$ cat src/rtl/irda_dma_master.sv
// irda_dma_master: Wishbone DMA master moving words between memory and the IrDA core FIFO.
// Define IRDA_DMA_BUS_ERR_EN to let wbm_err_i abort the active channel and pulse bus_err_o.
module irda_dma_master #(
   parameter logic [31:0] IRDA_FIFO_ADR = 32'h0000_0000,
   parameter int unsigned CNT_W         = 16
) (
   input  logic             wb_clk_i,
   input  logic             wb_rst_i,
   output logic [31:0]      wbm_adr_o,
   output logic [31:0]      wbm_dat_o,
   input  logic [31:0]      wbm_dat_i,
   output logic             wbm_we_o,
   output logic             wbm_stb_o,
   output logic             wbm_cyc_o,
   output logic [3:0]       wbm_sel_o,
   input  logic             wbm_ack_i,
   input  logic             wbm_err_i,
   input  logic             dma_req_t_i,
   output logic             dma_ack_t_o,
   input  logic             dma_req_r_i,
   output logic             dma_ack_r_o,
   input  logic             tx_start_i,
   input  logic [31:0]      tx_addr_i,
   input  logic [CNT_W-1:0] tx_cnt_i,
   input  logic             rx_start_i,
   input  logic [31:0]      rx_addr_i,
   input  logic [CNT_W-1:0] rx_cnt_i,
   output logic             tx_done_o,
   output logic             rx_done_o,
   output logic             tx_busy_o,
   output logic             rx_busy_o,
   output logic             bus_err_o
);

   typedef enum logic [2:0] {IDLE, TX_RD, TX_WR, RX_RD, RX_WR, ACK} state_t;

   localparam logic [CNT_W-1:0] CNT_ONE = CNT_W'(1);

   state_t           state_q, state_d;
   logic             cyc_q, cyc_d;
   logic             we_q, we_d;
   logic [31:0]      adr_q, adr_d;
   logic [31:0]      dat_q, dat_d;
   logic [31:0]      txPtr_q, txPtr_d, rxPtr_q, rxPtr_d;
   logic [CNT_W-1:0] txCnt_q, txCnt_d, rxCnt_q, rxCnt_d;
   logic             txBusy_q, txBusy_d, rxBusy_q, rxBusy_d;
   logic             txDone_q, txDone_d, rxDone_q, rxDone_d;
   logic             ackT_q, ackT_d, ackR_q, ackR_d;
   logic             busErr_q, busErr_d;
   logic             errTerm, errAbort, txWord;

`ifdef IRDA_DMA_BUS_ERR_EN
   assign errTerm = wbm_err_i;
`else
   // Error input has no effect in this build; the AND only keeps the port referenced.
   assign errTerm = 1'b0 & wbm_err_i;
`endif

   assign txWord   = (state_q == TX_RD) || (state_q == TX_WR);
   assign errAbort = cyc_q && errTerm && !wbm_ack_i;

   always_comb begin
      state_d  = state_q;
      cyc_d    = cyc_q;
      we_d     = we_q;
      adr_d    = adr_q;
      dat_d    = dat_q;
      txPtr_d  = txPtr_q;
      txCnt_d  = txCnt_q;
      rxPtr_d  = rxPtr_q;
      rxCnt_d  = rxCnt_q;
      txBusy_d = txBusy_q;
      rxBusy_d = rxBusy_q;
      txDone_d = 1'b0;
      rxDone_d = 1'b0;
      ackT_d   = 1'b0;
      ackR_d   = 1'b0;
      busErr_d = 1'b0;

      if (tx_start_i && !txBusy_q) begin
         if (tx_cnt_i != '0) begin
            txPtr_d  = tx_addr_i;
            txCnt_d  = tx_cnt_i;
            txBusy_d = 1'b1;
         end else begin
            txDone_d = 1'b1;
         end
      end
      if (rx_start_i && !rxBusy_q) begin
         if (rx_cnt_i != '0) begin
            rxPtr_d  = rx_addr_i;
            rxCnt_d  = rx_cnt_i;
            rxBusy_d = 1'b1;
         end else begin
            rxDone_d = 1'b1;
         end
      end

      case (state_q)
         IDLE: begin
            if (rxBusy_q && dma_req_r_i) begin
               state_d = RX_RD;
               cyc_d   = 1'b1;
               we_d    = 1'b0;
               adr_d   = IRDA_FIFO_ADR;
            end else if (txBusy_q && dma_req_t_i) begin
               state_d = TX_RD;
               cyc_d   = 1'b1;
               we_d    = 1'b0;
               adr_d   = txPtr_q;
            end
         end
         TX_RD, RX_RD: begin
            if (cyc_q && wbm_ack_i) begin
               cyc_d   = 1'b0;
               dat_d   = wbm_dat_i;
               state_d = txWord ? TX_WR : RX_WR;
            end
         end
         TX_WR, RX_WR: begin
            // Entered with cyc low, which gives the mandatory idle cycle between read and write.
            if (!cyc_q) begin
               cyc_d = 1'b1;
               we_d  = 1'b1;
               adr_d = txWord ? IRDA_FIFO_ADR : rxPtr_q;
            end else if (wbm_ack_i) begin
               cyc_d   = 1'b0;
               we_d    = 1'b0;
               state_d = ACK;
               if (txWord) begin
                  ackT_d  = 1'b1;
                  txPtr_d = txPtr_q + 32'd4;
                  txCnt_d = txCnt_q - CNT_ONE;
                  if (txCnt_q == CNT_ONE) begin
                     txDone_d = 1'b1;
                     txBusy_d = 1'b0;
                  end
               end else begin
                  ackR_d  = 1'b1;
                  rxPtr_d = rxPtr_q + 32'd4;
                  rxCnt_d = rxCnt_q - CNT_ONE;
                  if (rxCnt_q == CNT_ONE) begin
                     rxDone_d = 1'b1;
                     rxBusy_d = 1'b0;
                  end
               end
            end
         end
         ACK:     state_d = IDLE;
         default: state_d = IDLE;
      endcase

      if (errAbort) begin
         state_d  = IDLE;
         cyc_d    = 1'b0;
         we_d     = 1'b0;
         busErr_d = 1'b1;
         if (txWord) txBusy_d = 1'b0;
         else        rxBusy_d = 1'b0;
      end
   end

   always_ff @(posedge wb_clk_i) begin
      if (wb_rst_i) begin
         state_q  <= IDLE;
         cyc_q    <= 1'b0;
         we_q     <= 1'b0;
         adr_q    <= '0;
         dat_q    <= '0;
         txPtr_q  <= '0;
         txCnt_q  <= '0;
         rxPtr_q  <= '0;
         rxCnt_q  <= '0;
         txBusy_q <= 1'b0;
         rxBusy_q <= 1'b0;
         txDone_q <= 1'b0;
         rxDone_q <= 1'b0;
         ackT_q   <= 1'b0;
         ackR_q   <= 1'b0;
         busErr_q <= 1'b0;
      end else begin
         state_q  <= state_d;
         cyc_q    <= cyc_d;
         we_q     <= we_d;
         adr_q    <= adr_d;
         dat_q    <= dat_d;
         txPtr_q  <= txPtr_d;
         txCnt_q  <= txCnt_d;
         rxPtr_q  <= rxPtr_d;
         rxCnt_q  <= rxCnt_d;
         txBusy_q <= txBusy_d;
         rxBusy_q <= rxBusy_d;
         txDone_q <= txDone_d;
         rxDone_q <= rxDone_d;
         ackT_q   <= ackT_d;
         ackR_q   <= ackR_d;
         busErr_q <= busErr_d;
      end
   end

   assign wbm_adr_o   = adr_q;
   assign wbm_dat_o   = dat_q;
   assign wbm_we_o    = we_q;
   assign wbm_cyc_o   = cyc_q;
   assign wbm_stb_o   = cyc_q;
   assign wbm_sel_o   = 4'hF;
   assign dma_ack_t_o = ackT_q;
   assign dma_ack_r_o = ackR_q;
   assign tx_done_o   = txDone_q;
   assign rx_done_o   = rxDone_q;
   assign tx_busy_o   = txBusy_q;
   assign rx_busy_o   = rxBusy_q;
   assign bus_err_o   = busErr_q;

endmodule

$ cat config.mk
export PLATFORM = sky130hd
export DESIGN_NAME = irda_dma_master
export DESIGN_NICKNAME = d
export VERILOG_FILES = /design/src/rtl/irda_dma_master.sv
export SDC_FILE = /design/constraint.sdc
export NUM_CORES = 1
export LEC_CHECK = 0
export CAP_MARGIN = 20
export CELL_PAD_IN_SITES_DETAIL_PLACEMENT = 1
export CELL_PAD_IN_SITES_GLOBAL_PLACEMENT = 1
export CORE_MARGIN = 5
export CORE_UTILIZATION = 48
export CTS_BUF_LIST = sky130_fd_sc_hd__clkbuf_4
export DETAILED_ROUTE_END_ITERATION = 8
export DONT_BUFFER_PORTS = 1
export PLACE_DENSITY_LB_ADDON = 0.1
export SYNTH_ARGS = -nofsm -noshare
export SYNTH_HDL_FRONTEND = slang
export SYNTH_SLANG_ARGS = --single-unit
$ cat constraint.sdc
create_clock -name wb_clk_i -period 2.6 [get_ports wb_clk_i]
set_input_delay 0 -clock wb_clk_i [delete_from_list [all_inputs] [get_ports wb_clk_i]]
set_output_delay 0 -clock wb_clk_i [all_outputs]
set_load 0.01 [all_outputs]
==> results of run 1 <==
==> logic make-up (layout without fill, tap and decap cells) <==
kind of cell	count (synthesis)	in the layout	share of synthesized area, %
AND/OR/NAND/NOR	430	430	25.31
flip-flops	171	171	41.52
XOR/XNOR	2	2	0.2125
adder cells (fa/ha/maj)	6	6	0.9106
multiplexers	3	3	0.3794
AO/OA/AOI/OAI	327	327	26.16
other	2	8	0.09109
buffers and inverters	97	243	5.403
==> Yosys cell counts (all sizes together), types with 2 or more instances <==
master   number
mux2i         2
o22ai         4
a211oi       49
buf          11
a2111oi       3
or4           8
o21bai        3
a2bb2oi      11
nor2b         2
o211ai       25
and4          6
or3b          2
nor3         32
nor2         94
nand3        46
and2          9
o21ba         2
nor4         21
a21oi        95
ha            6
clkbuf       67
inv          19
o311ai        5
and3          8
o21ai        25
dfxtp       171
a41oi         2
a311oi        6
nand4        17
or3          28
a32oi         2
o31ai         2
a31oi        40
nand2b        4
a22oi        42
nand2       148
conb          2
a21boi        2
==> layout make-up <==
class	count	area, µm²	area share [%]
Clock buffer	17	127.6	1.220
Clock inverter	15	167.7	1.603
Tap cell	225	281.5	2.691
Sequential cell	171	3427	32.76
Antenna cell	3	7.507	0.07176
Inverter	19	71.32	0.6817
Multi-Input combinational cell	773	4466	42.69
Timing Repair Buffer	192	1913	18.29
==> stage by stage <==
stage | setup TNS (ns) | hold slack [ns] | worst slack, ns | total power [mW] | utilization, %
2_1_floorplan | 0 | 0.1360 | 0.4533 | 3.661 | -
3_3_place_gp | 0 | 0.08204 | 0.3900 | 3.870 | 49.93
3_5_place_dp | 0 | 0.08164 | 0.3612 | 3.902 | 49.93
4_1_cts | 0 | 0.01928 | 0.02183 | 5.736 | 60.50
5_1_grt | -0.06094 | 0.02923 | -0.03015 | 6.048 | 61.33
6_report | 0 | 0.07494 | 0.03149 | 5.786 | 61.33
==> registers in the layout (all words and copies together), names as in the netlist <==
signal / count
wbm_dat_o: 32
state_q: 3
dma_ack_t_o: 1
txCnt_q: 16
wbm_cyc_o: 1
tx_busy_o: 1
tx_done_o: 1
rx_busy_o: 1
rx_done_o: 1
txPtr_q: 32
wbm_we_o: 1
rxPtr_q: 32
rxCnt_q: 16
dma_ack_r_o: 1
wbm_adr_o: 32
==> power breakdown <==
| group | switching, mW | internal, mW |
|---|---|---|
| Sequential | 0.270 | 2.82 |
| Combinational | 0.582 | 0.476 |
| Clock | 1.05 | 0.590 |
==> metal layers <==
layer  vias to the layer above  track usage, %
li1                       4129               -
met1                      4296           36.85
met2                       326           51.76
met3                        88           8.786
met4                         0           14.18
met5                         -               0
==> worst max path at each step <==
| stage | from | end | slack [ns] | cells after the start |
|---|---|---|---|---|
| after floorplan | rxCnt_q[9] | rxCnt_q[15] | 0.45 | 5 |
| after global placement | rxCnt_q[9] | rxCnt_q[15] | 0.39 | 5 |
| after detailed placement | rxCnt_q[9] | rxCnt_q[15] | 0.36 | 5 |
| after CTS | state_q[2] | rxPtr_q[24] | 0.02 | 6 |
| after global routing | rxPtr_q[2] | rxPtr_q[12] | -0.03 | 8 |
| final | state_q[2] | rxPtr_q[12] | 0.03 | 7 |
==> timing repair <==
item                       CTS  global route
hold endpoints to repair   171             0
resized for setup            0            18
setup endpoints to repair    0            18
hold buffers               149             0
buffers inserted             0             4
==> worst max-delay path: cells and delay by family (launching register included) <==
kind	cells	cell delay, ns
and+or+nand+nor	3	0.99
DFF	1	0.40
buffers and inverters	2	0.79
AOI/OAI and AO/OA	2	0.34
==> results.toml, run 1 <==
[outcome]
status = "finished clean"

[final_layout]
fillers = 2070
stdcell_area_um2 = 10460
drive_gt1_share_pct = 9.183
syn_to_final_growth_pct = 26.89
nets = 1316
final_cell_mix = "dfxtp_1 (168), dlygate4sd3_1 (148), nand2_1 (147), a21oi_1 (94), nor2_1 (93)"
final_common_cell = "dfxtp_1"
final_cells = 1415

[place]
place_inst = 1225
hpwl_um = 19520
portBuffers = 0
place.gp.congestion = 0.8301
placed_cell_area_um2 = 8516

[routing]
post_drt_wl_per_cell_um = 22.38
highest_layer = "met4"
route.met2.wl_um = 15360
vias = 8839
drc = 0
wl_met1_um = 12760
detail-route-antenna-nets = 0
drt_iter0_markers = 519
viasPerCell = 6.247
totalWireLength_um = 31660
wl_met3_um = 2246
dr.pass1.iters = 7

[floorplan]
initial_core_util_pct = 48.33
core_area_um2 = 17060
die_w_um = 141.1
num_rows = 48
die_area_um2 = 19900
chipHeight_um = 141.1
io_pins = 214

[setup_path]
cp-start-kind = "flip-flop"
worstRegToRegCells = 7
reg2reg_setup_slack_ns = 0.03
required_ns = 3.13
critPathSlowestCell = "dlygate4sd3_1"
path_cells = "or3b_4 > nor4_4 > buf_4 > and2_1 > a32oi_1 > a21oi_1 > dlygate4sd3_1"
cp_data_arrival_time_ns = 3.10
rr_endpoint = "rxPtr_q[12]"
r2r-start = "state_q[2]"
critPathMaxStageDelay_ns = 0.59
crit_path_max_fanout = 6
worstSetupPathType = "reg2reg"
critPathCaptureType = "flip-flop"

[logic_synthesis]
synth_seq_area_share_pct = 41.52
yosys_warnings = 0
yosys.area.top_type = "dfxtp_1"
synthArstFlopShare_pct = 0
synth-seq-cells = 171
synth_cell_types = 69
synth_area_leaders = "dfxtp_1 (42%), nand2_1 (6.7%), a21oi_1 (5.8%), a211oi_1 (4.5%), nor2_1 (4.3%)"
ys.flop_type = "dfxtp_1"
netlist_instances = 1038
netlist.area_leader.share_pct = 41.52
synth_edf_count = 0
synth_area_um2 = 8244
syn_area_per_cell_um2 = 7.942

[global_routing]
grt_max_degree = 157
grt_antenna_before_repair = 3
groute.usage.overall_pct = 30.94
gr-total-overflow = 0
grt_pass1_vias = 9310
grt_pass1_wl_um = 49840

[clock_network]
clkTransAtPathRegs_ns = 0.16
clock_latency_ns = 0.59
clock_sinks = 171
cts_max_path_buffers = 2
cts_made_buffers = 17
htreeDepth = 4
clockRootBuffer = "clkbuf_4"
cts_tree = "done"

[min_path]
hold_end = "wbm_dat_o[0]"
hold_depth = 3
hp-start = "wbm_dat_i[0]"
hold_path_class = "in2reg"

[timing]
skew_ns = 0.02172
setup_viol = 0
tightest_slew_ns = 1.033
post-route-min-period_ns = 2.569
drv_slew = 0
hold_viol_final = 0
fin_crit_sh_pct = 98.79
fmax_mhz = 389.3
relSlewSlack_pct = 30.91

[run]
maxCapViolations = 0

[power_and_ir_drop]
power_leakage_nw = 3.702
peakVddDrop_uv = 350.4
p_per_area_nw_per_um2 = 553.1
(Power assumes the default switching activity.)
==> run 2: changes to the inputs <==
--- a/config.mk
+++ b/config.mk
@@ -5,11 +5,12 @@
 export SDC_FILE = /design/constraint.sdc
 export NUM_CORES = 1
 export LEC_CHECK = 0
+export ABC_AREA = 1
 export CAP_MARGIN = 20
 export CELL_PAD_IN_SITES_DETAIL_PLACEMENT = 1
 export CELL_PAD_IN_SITES_GLOBAL_PLACEMENT = 1
 export CORE_MARGIN = 5
-export CORE_UTILIZATION = 48
+export CORE_UTILIZATION = 30
 export CTS_BUF_LIST = sky130_fd_sc_hd__clkbuf_4
 export DETAILED_ROUTE_END_ITERATION = 8
 export DONT_BUFFER_PORTS = 1
==> run 2 against run 1 <==
Via count is 23% higher. Cell count is 54% higher. Clock power is 23% higher. Final area is 18% higher. Combinational power is 140% higher. Largest cell class unchanged. Critical endpoint is now tx_busy_o. Die area is 91% higher. Synthesized area is 25% higher. First-iteration DRC count is 27% lower. Global-route usage is 11 points lower. Count of clock-buffer cells in the layout is 2 higher. Utilization is 25 points lower.
==> results.toml, run 2 <==
[outcome]
status = "finished clean"

[power_and_ir_drop]
power_leakage_nw = 5.139
clockPowerShare_pct = 25.1
p_total_mw = 8.071
switching_share_pct = 40.29
peakVddDrop_uv = 272.9
internal_power_mw = 4.819
p_seq_share_pct = 43.3
p_per_area_nw_per_um2 = 651.7
comb_power_share_pct = 31.6
p_switching_mw = 3.251

[global_routing]
grt_pass1_wl_um = 62300
grt_max_degree = 58
groute.usage.overall_pct = 20.30
grt_pass1_vias = 10950
grt_antenna_before_repair = 1
gr-total-overflow = 0

[logic_synthesis]
synth_area_leaders = "dfxtp_1 (33%), nand2_1 (14%), nand3_1 (9.8%), nor2_1 (8.2%), a21oi_1 (6.1%)"
synth_edf_count = 0
synth_seq_area_share_pct = 33.34
synthTopCellsByCount = "nand2_1 (372), nor2_1 (225), nand3_1 (202), dfxtp_1 (171), inv_1 (137)"
ys.flop_type = "dfxtp_1"
yosys.area.top_type = "dfxtp_1"
syn_area_per_cell_um2 = 6.335
synth_cell_types = 43
yosys_warnings = 0
synth.most_common_cell = "nand2_1"
synth-seq-cells = 171
synth_area_um2 = 10270
netlist_instances = 1621
netlist.area_leader.share_pct = 33.34
synthArstFlopShare_pct = 0

[setup_path]
crit_path_end = "tx_busy_o"
cp_data_arrival_time_ns = 2.94
critPathLaunch = "tx_cnt_i[9]"
cp-start-kind = "input port"
critPathCaptureType = "flip-flop"
reg2reg_setup_slack_ns = 0.40
crit_path_max_fanout = 7
r2r-start = "state_q[1]"
rr_endpoint = "wbm_adr_o[25]"
worstSetupPathType = "in2reg"
required_ns = 3.10
worstRegToRegCells = 8

[final_layout]
final_cells = 2183
multi_input_area_um2 = 5786
final_cell_mix = "nand2_1 (371), nor2_1 (223), nand3_1 (202), dfxtp_1 (171), dlygate4sd3_1 (145)"
final_util_pct = 36.75
fillers = 4436
stdcell_area_um2 = 12380
drive_gt1_share_pct = 6.117
area.sequential_um2 = 3423
final_common_cell = "nand2_1"
syn_to_final_growth_pct = 20.59
nets = 1862

[floorplan]
chipHeight_um = 195.0
die_w_um = 195.0
io_pins = 214
core_area_um2 = 33700
initial_core_util_pct = 30.47
num_rows = 67
die_area_um2 = 38030

[routing]
drc = 0
post_drt_wl_per_cell_um = 18.33
vias = 10900
dr.pass1.iters = 4
drt_iter0_markers = 378
detail-route-antenna-nets = 0
totalWireLength_um = 40010
viasPerCell = 4.994

[timing]
hold_ws_ns = 0.07074
setup_viol = 0
setup_ws_ns = 0.1589
fin_crit_sh_pct = 93.89
skew_ns = 0.02557
tightest_slew_ns = 1.004
drv_slew = 0
post-route-min-period_ns = 2.441
hold_viol_final = 0
tns_ns = 0
fmax_mhz = 409.6
relSlewSlack_pct = 33.00
grt_setup_unrepaired = "no"

[clock_network]
clkTransAtPathRegs_ns = 0.16
cts_made_buffers = 17
clock_sinks = 171
cts_tree = "done"
clock_latency_ns = 0.61
htreeDepth = 4
clockRootBuffer = "clkbuf_4"
cts_setup_buffers = 0
cts_max_path_buffers = 2

[place]
place.gp.congestion = 0.8216
place_inst = 2003
placed_cell_area_um2 = 10540
pre_cts_slack_ns = 0.4149
portBuffers = 0
hpwl_um = 29060

[min_path]
hold_path_class = "in2reg"

[run]
maxCapViolations = 0
==> run 2: cell count changes after synthesis, moves of 42 or more <==
cell,delta
nand2_1,+224
nand3_1,+156
nor2_1,+131
inv_1,+118
o21ai_0,+99
a211oi_1,-48
a22oi_1,-42
==> run 2: worst min path at each step <==
stage	from	endpoint	slack (ns)	cells after the start
6_report	rx_cnt_i[9]	rxCnt_q[9]	0.07	3
5_1_grt	wbm_dat_i[27]	wbm_dat_o[27]	0.02	3
4_1_cts	rx_cnt_i[11]	rxCnt_q[11]	0.002	3
3_5_place_dp	wb_rst_i	rxCnt_q[5]	0.09	1
3_3_place_gp	wb_rst_i	rxCnt_q[8]	0.08	1
2_1_floorplan	wbm_dat_i[4]	wbm_dat_o[4]	0.13	2
==> run 2: cell families after synthesis <==
family / Yosys count / synth area share, %
compound gates: 294 / 14.99
buf+inv: 234 / 10.55
simple gates: 904 / 39.47
flops: 171 / 33.34
fa+ha+maj: 6 / 0.7311
other cells: 2 / 0.07314
xor+xnor: 10 / 0.8529
==> run 2: layer usage <==
layer  vias up  global-route usage [%]  routed length [µm]  part of all wire, %
met2       141                   34.22               19040                   48
met1      5239                   27.62               19210                   48
met4         0                   4.215                 592                  1.5
met3        21                   3.188                1173                  2.9
met5         -                       0                   0                    0
li1       5500                       -                   -                    -
==> run 2: power groups by stage <==
| stage | clock, mW | sequential, mW | combinational [mW] |
|---|---|---|---|
| after floorplan | 0 | 3.37 | 1.96 |
| after global placement | 0 | 3.57 | 2.30 |
| after detailed placement | 0 | 3.57 | 2.35 |
| after CTS | 2.10 | 3.51 | 2.58 |
| after global routing | 2.19 | 3.56 | 2.88 |
| final | 2.02 | 3.49 | 2.55 |
==> run 2: cell type report <==
cell class	count	area share (%)
Multi-Input combinational cell	1219	46.72
Sequential cell	171	27.64
Timing Repair Buffer	168	13.78
Tap cell	448	4.527
Inverter	143	4.345
Clock inverter	13	1.788
Clock buffer	19	1.152
Antenna cell	2	0.04042
==> run 2: worst max-delay path, cell delays in order <==
cell,delay [ns]
dlygate4sd3_1,0.56
nor2_1,0.09
dlygate4sd3_1,0.55
nand2_1,0.05
dlygate4sd3_1,0.55
nor2_1,0.13
nand2_1,0.18
a21oi_1,0.19
dlygate4sd3_1,0.57
nor2_1,0.05
==> run 2: what timing repair did <==
action / in CTS / in global routing
setup endpoints to repair: 0 / 0
resized for setup: 0 / 0
endpoints found under the hold margin: 171 / 0
hold buffers: 146 / 0
==> run 3: changes to the inputs <==
--- a/config.mk
+++ b/config.mk
@@ -9,12 +9,14 @@
 export CAP_MARGIN = 20
 export CELL_PAD_IN_SITES_DETAIL_PLACEMENT = 1
 export CELL_PAD_IN_SITES_GLOBAL_PLACEMENT = 1
+export CORE_ASPECT_RATIO = 0.9
 export CORE_MARGIN = 5
 export CORE_UTILIZATION = 30
 export CTS_BUF_LIST = sky130_fd_sc_hd__clkbuf_4
 export DETAILED_ROUTE_END_ITERATION = 8
 export DONT_BUFFER_PORTS = 1
 export PLACE_DENSITY_LB_ADDON = 0.1
+export SLEW_MARGIN = 25
 export SYNTH_ARGS = -nofsm -noshare
 export SYNTH_HDL_FRONTEND = slang
 export SYNTH_SLANG_ARGS = --single-unit
==> run 3 against run 2 <==
Via count rose by 3.6%. Clock skew up 0.010 ns. Combinational power rose by 8%. Final area is 5.3% higher. Critical endpoint is now rxPtr_q[26]. Global-route usage grew 2.0 points. Worst hold slack worse by 0.0023 ns.
==> results.toml, run 3 (synthesis gave the netlist of run 2 again) <==
[clock_network]
clockRootBuffer = "clkbuf_4"
clock_latency_ns = 0.66
cts_made_buffers = 17
clock_sinks = 171
clkTransAtPathRegs_ns = 0.19
cts_tree = "done"
htreeDepth = 4
cts_max_path_buffers = 2

[routing]
viasPerCell = 4.991
dr.pass1.iters = 5
totalWireLength_um = 42970
detail-route-antenna-nets = 0
drc = 0
vias = 11290
post_drt_wl_per_cell_um = 19.00
drt_iter0_markers = 484

[global_routing]
gr-total-overflow = 0
grt_max_degree = 58
grt_pass1_wl_um = 66490
grt_pass1_vias = 11630
grt_antenna_before_repair = 2
groute.usage.overall_pct = 22.29

[power_and_ir_drop]
p_seq_share_pct = 43.0
p_per_area_nw_per_um2 = 626.1
switching_share_pct = 42.61
p_switching_mw = 3.478
clockPowerShare_pct = 23.3
internal_power_mw = 4.685
power_leakage_nw = 5.503
peakVddDrop_uv = 422.5
p_total_mw = 8.163
comb_power_share_pct = 33.7

[place]
place_inst = 2023
place.gp.congestion = 0.8169
portBuffers = 0
hpwl_um = 30260

[setup_path]
rr_endpoint = "rxPtr_q[11]"
critPathSlowestCell = "dlygate4sd3_1"
r2r-start = "state_q[1]"
crit_buf_inv = 4
required_ns = 3.18
path_cells = "dlygate4sd3_1 > nor2_1 > nand2_1 > dlygate4sd3_1 > nor2_1 > nand2_1 > nand2_2 > buf_4 > nand2_1 > nand3_1 > a21oi_1 > dlygate4sd3_1"
cp-start-kind = "input port"
critPathCaptureType = "flip-flop"
critPathMaxStageDelay_ns = 0.57
worstRegToRegCells = 7
cp_data_arrival_time_ns = 3.08
worstSetupPathType = "in2reg"
crit_path_max_fanout = 18
critPathTopFamily = "buffers and inverters"
reg2reg_setup_slack_ns = 0.18

[min_path]
hp-start = "rx_addr_i[20]"
hold_path_class = "in2reg"
hold_end = "rxPtr_q[20]"
hold_depth = 3

[floorplan]
die_area_um2 = 38030
initial_core_util_pct = 30.32
chipHeight_um = 185.5
num_rows = 64
core_area_um2 = 33870
die_w_um = 205.0
io_pins = 214

[timing]
skew_ns = 0.03575
fin_crit_sh_pct = 96.46
relSlewSlack_pct = 51.03
post-route-min-period_ns = 2.508
hold_ws_ns = 0.06842
setup_viol = 0
hold_viol_final = 0
grt_setup_unrepaired = "yes"
fmax_mhz = 398.7
drv_slew = 0
tightest_slew_ns = 0.7345

[final_layout]
drive_gt1_share_pct = 6.670
syn_to_final_growth_pct = 26.96
final_cells = 2262
final_util_pct = 38.49
area.sequential_um2 = 3423
multi_input_area_um2 = 5793
final_common_cell = "nand2_1"
fillers = 4321
final_cell_mix = "nand2_1 (370), nor2_1 (223), nand3_1 (202), dlygate4sd3_1 (202), dfxtp_1 (171)"
nets = 1929

[outcome]
status = "finished clean"

[run]
maxCapViolations = 0
[run 3: changes by cell type in the layout (fill, tap and decap cells not counted), moves of 2 or more]
cell,before,now
clkinv_1,3,0
inv_8,0,4
buf_4,17,25
dlygate4sd3_1,145,202
clkbuf_4,19,17
bufinv_16,6,3
inv_6,1,5
[run 3: worst max-delay path by stage]
stage                      startpoint          end  cells after the start
after floorplan            rxPtr_q[3]  rxPtr_q[18]                      8
after global placement     state_q[1]   rxPtr_q[6]                      7
after detailed placement   state_q[1]   rxPtr_q[9]                      7
after CTS                  state_q[1]  rxCnt_q[11]                      7
after global routing       state_q[1]   rxPtr_q[8]                      7
final                     rx_cnt_i[8]  rxPtr_q[26]                     12
[run 3: timing repair]
action | 4_1_cts | 5_1_grt
setup buffers | 0 | 3
hold buffers | 203 | 0
endpoints found under the hold margin | 171 | 0
setup endpoints to repair | 0 | 36
gates resized for setup | 0 | 5
[run 3: tightest hold or removal path: cells and delay by family]
kind / cells / cell delay, ns
AOI/OAI and AO/OA: 1 / 0.09
buffers and inverters: 1 / 0.54
and+or+nand+nor: 1 / 0.06
[run 3: layout make-up]
cell class,count,share of cell area [%]
Sequential cell,171,26.26
Clock inverter,14,1.564
Multi-Input combinational cell,1219,44.43
Antenna cell,1,0.01919
Tap cell,462,4.434
Timing Repair Buffer,234,18.08
Inverter,143,4.175
Timing Repair inverter,1,0.05758
Clock buffer,17,0.9789
[run 3: through the flow]
step,instance area [µm²],setup TNS [ns],setup slack (ns)
floorplan,10280,0,1.118
global placement,10620,0,0.6680
detailed placement,10620,0,0.6076
CTS,13000,0,0.1015
global route,13040,-0.004732,-0.004732
finish,13040,0,0.09215
[run 3: power by group through the flow]
stage / sequential (mW) / clock (mW) / combinational, mW
2_1_floorplan: 3.37 / 0 / 1.96
6_report: 3.51 / 1.90 / 2.75
4_1_cts: 3.52 / 1.99 / 2.73
3_3_place_gp: 3.57 / 0 / 2.37
5_1_grt: 3.57 / 2.08 / 3.09
3_5_place_dp: 3.57 / 0 / 2.42
[run 3: routing by layer]
metal  GRT usage (%)  up-vias  wire, µm
met5               0        -        13
met4           4.206        2       524
met3           5.627       23      2504
met2           36.96      223     19840
met1           29.77     5416     20090
li1                -     5625         -
